==> config.mk <==
export PLATFORM = sky130hd
export DESIGN_NAME = demux2_stream
export DESIGN_NICKNAME = d
export VERILOG_FILES = /design/src/rtl/demux2_pkg.sv /design/src/rtl/demux2_stream_reg.sv /design/src/rtl/demux2_stream.sv
export SDC_FILE = /design/constraint.sdc
export NUM_CORES = 1
export LEC_CHECK = 0
export CAP_MARGIN = 20
export CORE_MARGIN = 2
export CORE_UTILIZATION = 45
export CTS_BUF_LIST = sky130_fd_sc_hd__clkbuf_8
export DETAILED_ROUTE_END_ITERATION = 10
export PLACE_DENSITY_LB_ADDON = 0.08
export SLEW_MARGIN = 20
export SYNTH_ARGS = -nofsm -noshare
export SYNTH_HDL_FRONTEND = slang
export SYNTH_SLANG_ARGS = --single-unit
==> constraint.sdc <==
create_clock -name CLOCK -period 2.12 [get_ports CLOCK]
set_clock_uncertainty 0.2 [all_clocks]
set_input_delay 0.424 -clock CLOCK [delete_from_list [all_inputs] [get_ports CLOCK]]
set_output_delay 0.424 -clock CLOCK [all_outputs]
set_load 0.005 [all_outputs]
==> src/rtl/demux2_pkg.sv <==
// Shared defaults and channel-index type for the two-way stream demultiplexer.
package demux2_pkg;
  localparam int N_DEF  = 32;
  localparam int CW_DEF = 8;

  typedef logic chan_t;
endpackage

==> src/rtl/demux2_stream_reg.sv <==
// One-entry valid/ready holding register with a delivered-word counter; 1-cycle latency,
// accepts a new word while full only if the current one drains in the same cycle.
module stream_reg #(
  parameter int N  = 32,
  parameter int CW = 8
) (
  input  logic          CLOCK,
  input  logic          nRESET,
  input  logic          i_vld,
  input  logic [N-1:0]  i_dat,
  output logic          o_rdy,
  output logic          o_vld,
  input  logic          i_rdy,
  output logic [N-1:0]  o_dat,
  output logic [CW-1:0] o_cnt
);
  logic          r_full;
  logic [N-1:0]  r_dat;
  logic [CW-1:0] r_cnt;
  logic          w_push;
  logic          w_pop;

  assign o_rdy  = !r_full || i_rdy;
  assign w_pop  = r_full && i_rdy;
  assign w_push = i_vld && o_rdy;

  always_ff @(posedge CLOCK or negedge nRESET) begin
    if (!nRESET) begin
      r_full <= 1'b0;
      r_dat  <= '0;
      r_cnt  <= '0;
    end else begin
      // A refill takes priority over the drain so the slot stays full.
      if (w_push) begin
        r_full <= 1'b1;
        r_dat  <= i_dat;
      end else if (w_pop) begin
        r_full <= 1'b0;
      end
      if (w_pop) begin
        r_cnt <= r_cnt + {{(CW-1){1'b0}}, 1'b1};
      end
    end
  end

  assign o_vld = r_full;
  assign o_dat = r_dat;
  assign o_cnt = r_cnt;
endmodule

==> src/rtl/demux2_stream.sv <==
// Routes one input stream to two independent one-entry output channels by IN_SEL; 1-cycle latency,
// IN_READY follows only the selected channel so a stalled channel never blocks the other.
module demux2_stream
  import demux2_pkg::*;
#(
  parameter int N  = N_DEF,
  parameter int CW = CW_DEF
) (
  input  logic          CLOCK,
  input  logic          nRESET,
  input  logic          IN_VALID,
  output logic          IN_READY,
  input  logic          IN_SEL,
  input  logic [N-1:0]  IN_DATA,
  output logic          OUT0_VALID,
  input  logic          OUT0_READY,
  output logic [N-1:0]  OUT0_DATA,
  output logic          OUT1_VALID,
  input  logic          OUT1_READY,
  output logic [N-1:0]  OUT1_DATA,
  output logic [CW-1:0] COUNT0,
  output logic [CW-1:0] COUNT1
);
  chan_t w_sel;
  logic  w_vld0;
  logic  w_vld1;
  logic  w_rdy0;
  logic  w_rdy1;

  assign w_sel    = IN_SEL;
  assign w_vld0   = IN_VALID && (w_sel == 1'b0);
  assign w_vld1   = IN_VALID && (w_sel == 1'b1);
  assign IN_READY = w_sel ? w_rdy1 : w_rdy0;

  stream_reg #(.N(N), .CW(CW)) u_ch0 (
    .CLOCK  (CLOCK),
    .nRESET (nRESET),
    .i_vld  (w_vld0),
    .i_dat  (IN_DATA),
    .o_rdy  (w_rdy0),
    .o_vld  (OUT0_VALID),
    .i_rdy  (OUT0_READY),
    .o_dat  (OUT0_DATA),
    .o_cnt  (COUNT0)
  );

  stream_reg #(.N(N), .CW(CW)) u_ch1 (
    .CLOCK  (CLOCK),
    .nRESET (nRESET),
    .i_vld  (w_vld1),
    .i_dat  (IN_DATA),
    .o_rdy  (w_rdy1),
    .o_vld  (OUT1_VALID),
    .i_rdy  (OUT1_READY),
    .o_dat  (OUT1_DATA),
    .o_cnt  (COUNT1)
  );
endmodule

======== Yosys cells after proc, flatten, opt, wreduce, memory -nomap -nowiden ========
Index checks and enable logic that the tools add are counted.
storage, ports and cells
  RAM bits ................................ 0
  memories kept ........................... 0
  register bits ........................... 82
  memory bits (read-only) ................. 0
  input bits .............................. 38
  latch bits .............................. 0
  output and inout bits ................... 83
  word-level logic and storage cells ...... 26
operators by class
  reduce and logical (&&, ||, !) cells .... 12
  shift-type cells ........................ 0
  $add $sub $neg .......................... 2
  multiplexer cells ....................... 5
  div/mod/pow operators ................... 0
  bitwise operators ....................... 1
  multiply operators ...................... 0
  eq/ne operators ......................... 0
  magnitude comparators ................... 0
operators with widths
  kind                                                            number
  8-bit by 1-bit adder with 8-bit output (second input constant)  2
  1-bit logical AND                                               6
  1-bit 2-to-1 mux                                                5
  2-bit nonzero test                                              2
  1-bit logical NOT                                               2
  1-bit logical OR                                                2
  1-bit inverter                                                  1

======== Logic depth before layout (Yosys ltp) ========
  depth after elaboration ................. 4
  mapped depth ............................ 4

======== Cells and area by module ========
Synthesis repeated with hierarchy kept, for this count alone.
second synthesis, totals
  cell total of the unflattened synthesis .. 203
  area total of the unflattened synthesis .. 3507.1 um2
modules (own cells, without submodules)
  module         cells each  seq. area each (um2)  times used  area each (um2)
  stream_reg     100         1026.0                2           1737.9
  demux2_stream  3           0.0                   1           31.3

======== Least setup slack after synthesis ========
OpenSTA, ideal clock, no wires.
  path kind ............................... input port to flip-flop
  from .................................... input port OUT0_READY
  to ...................................... register u_ch0.r_dat[10], in the netlist u_ch0.o_dat[10]
  library setup time ...................... 0.125 ns
  setup slack ............................. 0.468 ns
  cell stages on the path ................. 4
  arrival time ............................ 1.327 ns
  path buffers ............................ 1
  cell sequence ........................... nand2b_2 > nor3b_4 > buf_6 > mux2_2
on the way
  longest elaborated chain between the ends .. 2
ends and longest elaborated chain
  item                    RTL line                 RTL
  start: declaration      demux2_stream.sv:16      input logic OUT0_READY,
  1-bit logical OR        demux2_stream_reg.sv:23  assign o_rdy = !r_full || i_rdy;
  1-bit logical AND       demux2_stream_reg.sv:25  assign w_push = i_vld && o_rdy;
  end signal: assignment  demux2_stream_reg.sv:36  r_dat <= i_dat;
  end: declaration        demux2_stream_reg.sv:18  logic [N-1:0] r_dat;
Every way passes these cells.
A chain may end at the register's enable or synchronous reset.

======== Worst setup path after layout ========
  from .................................... input port OUT1_READY
  to ...................................... output port IN_READY
on the way
  longest elaborated chain between the ends .. 2
ends and longest elaborated chain
  item                RTL line                 RTL
  start: declaration  demux2_stream.sv:19      input logic OUT1_READY,
  1-bit logical OR    demux2_stream_reg.sv:23
  1-bit 2-to-1 mux    demux2_stream.sv:33      assign IN_READY = w_sel ? w_rdy1 : w_rdy0;
  end: declaration    demux2_stream.sv:12      output logic IN_READY,
Every way passes these cells.

==> qor.yml <==
status:
  outcome: "complete, no violations"
worst_hold_path:
  min_path_type: "input port to flip-flop"
worst_setup_path:
  cp_num_buf_inv: 2
  worstPathRequired_ns: 1.50
  crit_end: "IN_READY"
  cpLargestDelayFamily: "buffers and inverters"
  cp_max_fo: 3
  reg2reg_depth: 5
  ff2ff_setup_slack_ns: 0.34
  reg2reg_from: "u_ch0.o_vld$_DFFE_PN0P_"
  critical_path_class: "input port to output port"
  crit_path_end_kind: "output port"
  cp_slowest_cell: "clkdlybuf4s50_1"
  cp.depth: 4
  r2r_end: "u_ch0.o_dat[17]$_DFFE_PN0P_"
  crit_chain: "clkdlybuf4s50_1, nor2b_2, a21oi_1, dlygate4sd2_1"
  crit_path_start_kind: "input port"
  arrival_ns: 1.44
  crit_path_start: "OUT1_READY"
  slowest_delay_ns: 0.48
cts:
  cts_root_buf: "clkbuf_8"
  clock_latency_ns: 0.34
  cts_tree: "yes"
  cts_made_buffers: 9
  cts_max_level: 3
  clkTransAtPathRegs_ns: 0.07
  clockBufferDepth: 2
  cts.sinks: 82
  cts_setup_buffers: 0
detailed_routing:
  final_antenna_net_count: 0
  wl_per_cell_um: 14.8
  dr_total_vias: 2105
  drtPass1Iterations: 4
  drc: 0
  wl_met1_um: 2740
  viasPerCell: 4.78
  routed_wl_um: 6510
  drtIter0Drc: 47
  wl_met3_um: 521
  top_layer_used: "met4"
  met2WireLength_um: 3180
pwr:
  vdd_drop_max_mv: 0.574
  power.leakage_nw: 2.05
  power-per-cell-area_mw_per_mm2: 988
  power_w: 0.00476
place:
  numPortBuffers: 120
  dp_cells: 423
  dp_hpwl_um: 4630
  placed_cell_area_mm2: 0.00456
  gp_congestion: 0.790
  post-place-ws_ns: -0.246
floorplanning:
  initial_core_util_pct: 46.7
  coreArea_mm2: 0.00679
  fp.dieW_um: 88.0
  rows: 30
  die_y_um: 88.0
  io_pins: 121
  dieArea_mm2: 0.00774
grt:
  grt_pass1_wl_um: 10700
  grt_remaining_overflow: 0
  grt_usage_pct: 18.0
  grt_max_degree: 38
  grt_pass1_vias: 2169
  antenna_found_initial: 0
yosys:
  syn_inst: 203
  synth-seq-cells: 82
  syn-num-nets: 243
  synth.distinct_cells: 24
  syn_area_mm2: 0.00318
  yosys_warnings: 0
  avgSynthCellArea_um2: 15.6
  yosysSeqAreaShare_pct: 64.6
final_layout:
  fin_cells: 440
  multi_input_area_mm2: 0.00107
  fillCellCount: 505
  final_common_cell: "clkdlybuf4s50_1"
  area.growth.synth_to_final_pct: 51.9
  seq_area_mm2: 0.00205
  fin_area_mm2: 0.00482
  nNetsFinal: 379
  layout_common_cells: "117 x clkdlybuf4s50_1, 82 x dfrtp_1, 62 x mux2_2"
  drive_gt1_share_pct: 26.7
  diodes: 0
sta:
  worst_hold_slack_ns: 0.267
  fmax_mhz: 484
  slew_viol_final: 0
  layout_min_cycle_time_ns: 2.06
  finalCritPeriodShare_pct: 97.4
  tightest_slew_ns: 0.394
  finalSetupViolCount: 0
  fin_ws_ns: 0.0550
  rsz0062_at_grt: "no"
  slew_headroom_pct: 73.7
  hold_viol: 0
flow_run:
  cap_violations: 0
## kinds of logic (layout without fill, tap and decap cells)
kind of cell / count (synthesis) / in the layout / synth area share (%)
buffers and inverters: 7 / 148 / 1.89
adders and majority gates: 2 / 2 / 0.788
and+or+nand+nor: 30 / 30 / 5.12
AOI/OAI and AO/OA: 2 / 2 / 0.315
xor gates and xnor gates: 14 / 14 / 3.86
DFF: 82 / 82 / 64.6
muxes: 66 / 66 / 23.4
## cell usage after synthesis
master	count	share of area (%)
dfrtp_1	82	65
mux2_2	62	22
nand2_1	10	1.2
xnor2_1	7	1.9
xor2_1	7	1.9
mux2_1	4	1.4
nor2_1	4	0.47
buf_4	3	0.71
buf_6	3	1.1
nand3_1	3	0.47
nor3_1	3	0.47
ha_1	2	0.79
nand4_1	2	0.39
a21oi_1	1	0.16
and3_1	1	0.20
and4_1	1	0.28
inv_1	1	0.12
nand2b_1	1	0.20
nand2b_2	1	0.28
nor2_2	1	0.20
nor2b_1	1	0.20
nor3b_4	1	0.59
nor4_1	1	0.20
o21ai_0	1	0.16
## repair_timing
action / CTS / global route
pin swaps: 0 / 0
setup endpoints to repair: 1 / 2
resized for setup: 2 / 1
hold buffers: 1 / 0
cloned: 0 / 0
endpoints found under the hold margin: 27 / 0
## flip-flops by register name, indices dropped and copies added, names as in the netlist
signal	flops
u_ch1.o_cnt	8
u_ch1.o_vld	1
u_ch0.o_cnt	8
u_ch1.o_dat	32
u_ch0.o_dat	32
u_ch0.o_vld	1
## how the worst min path moves through the flow
stage	startpoint	endpoint	slack, ns	cells past startpoint
3_3_place_gp	nRESET	u_ch0.o_cnt[7]$_DFFE_PN0P_	0.17	1
4_1_cts	u_ch1.o_cnt[7]$_DFFE_PN0P_	u_ch1.o_cnt[7]$_DFFE_PN0P_	0.28	1
5_1_grt	OUT0_READY	u_ch0.o_cnt[0]$_DFFE_PN0P_	0.30	3
2_1_floorplan	nRESET	u_ch0.o_cnt[0]$_DFFE_PN0P_	-0.07	0
6_report	OUT0_READY	u_ch0.o_cnt[0]$_DFFE_PN0P_	0.27	3
3_5_place_dp	nRESET	u_ch0.o_cnt[7]$_DFFE_PN0P_	0.17	1
## final cells by class
cell class | instances | area share (%)
Clock inverter | 5 | 2.10
Clock buffer | 11 | 3.14
Multi-Input combinational cell | 114 | 22.2
Sequential cell | 82 | 42.6
Inverter | 1 | 0.0778
Timing Repair Buffer | 131 | 27.4
Tap cell | 96 | 2.49
## worst reg2reg max path, cell delays in order, from the launching register on
cell      delay, ns
dfrtp_1        0.43
nand2b_2       0.10
buf_4          0.11
nor3b_4        0.24
buf_4          0.25
mux2_2         0.35
## metrics by stage
stage / setup TNS [ns] / util [%]
6_report: 0 / 71.0
3_5_place_dp: -9.61 / 67.1
4_1_cts: 0 / 70.9
3_3_place_gp: -8.68 / 67.1
5_1_grt: 0 / 71.0
2_1_floorplan: 0 / -
## layer usage
layer | global-route usage [%] | vias to the layer above
met1 | 22.7 | 1049
met2 | 29.0 | 72
met4 | 6.71 | 0
li1 | - | 977
met3 | 6.22 | 7
met5 | 0 | -
## power breakdown
| group | switching, W | internal, W |
|---|---|---|
| sequential | 0.000243 | 0.00189 |
| clock | 0.000532 | 0.000843 |
| combinational | 0.000371 | 0.000887 |
| total | 0.00115 | 0.00362 |
No activity file was read; power rests on OpenSTA's default activity.
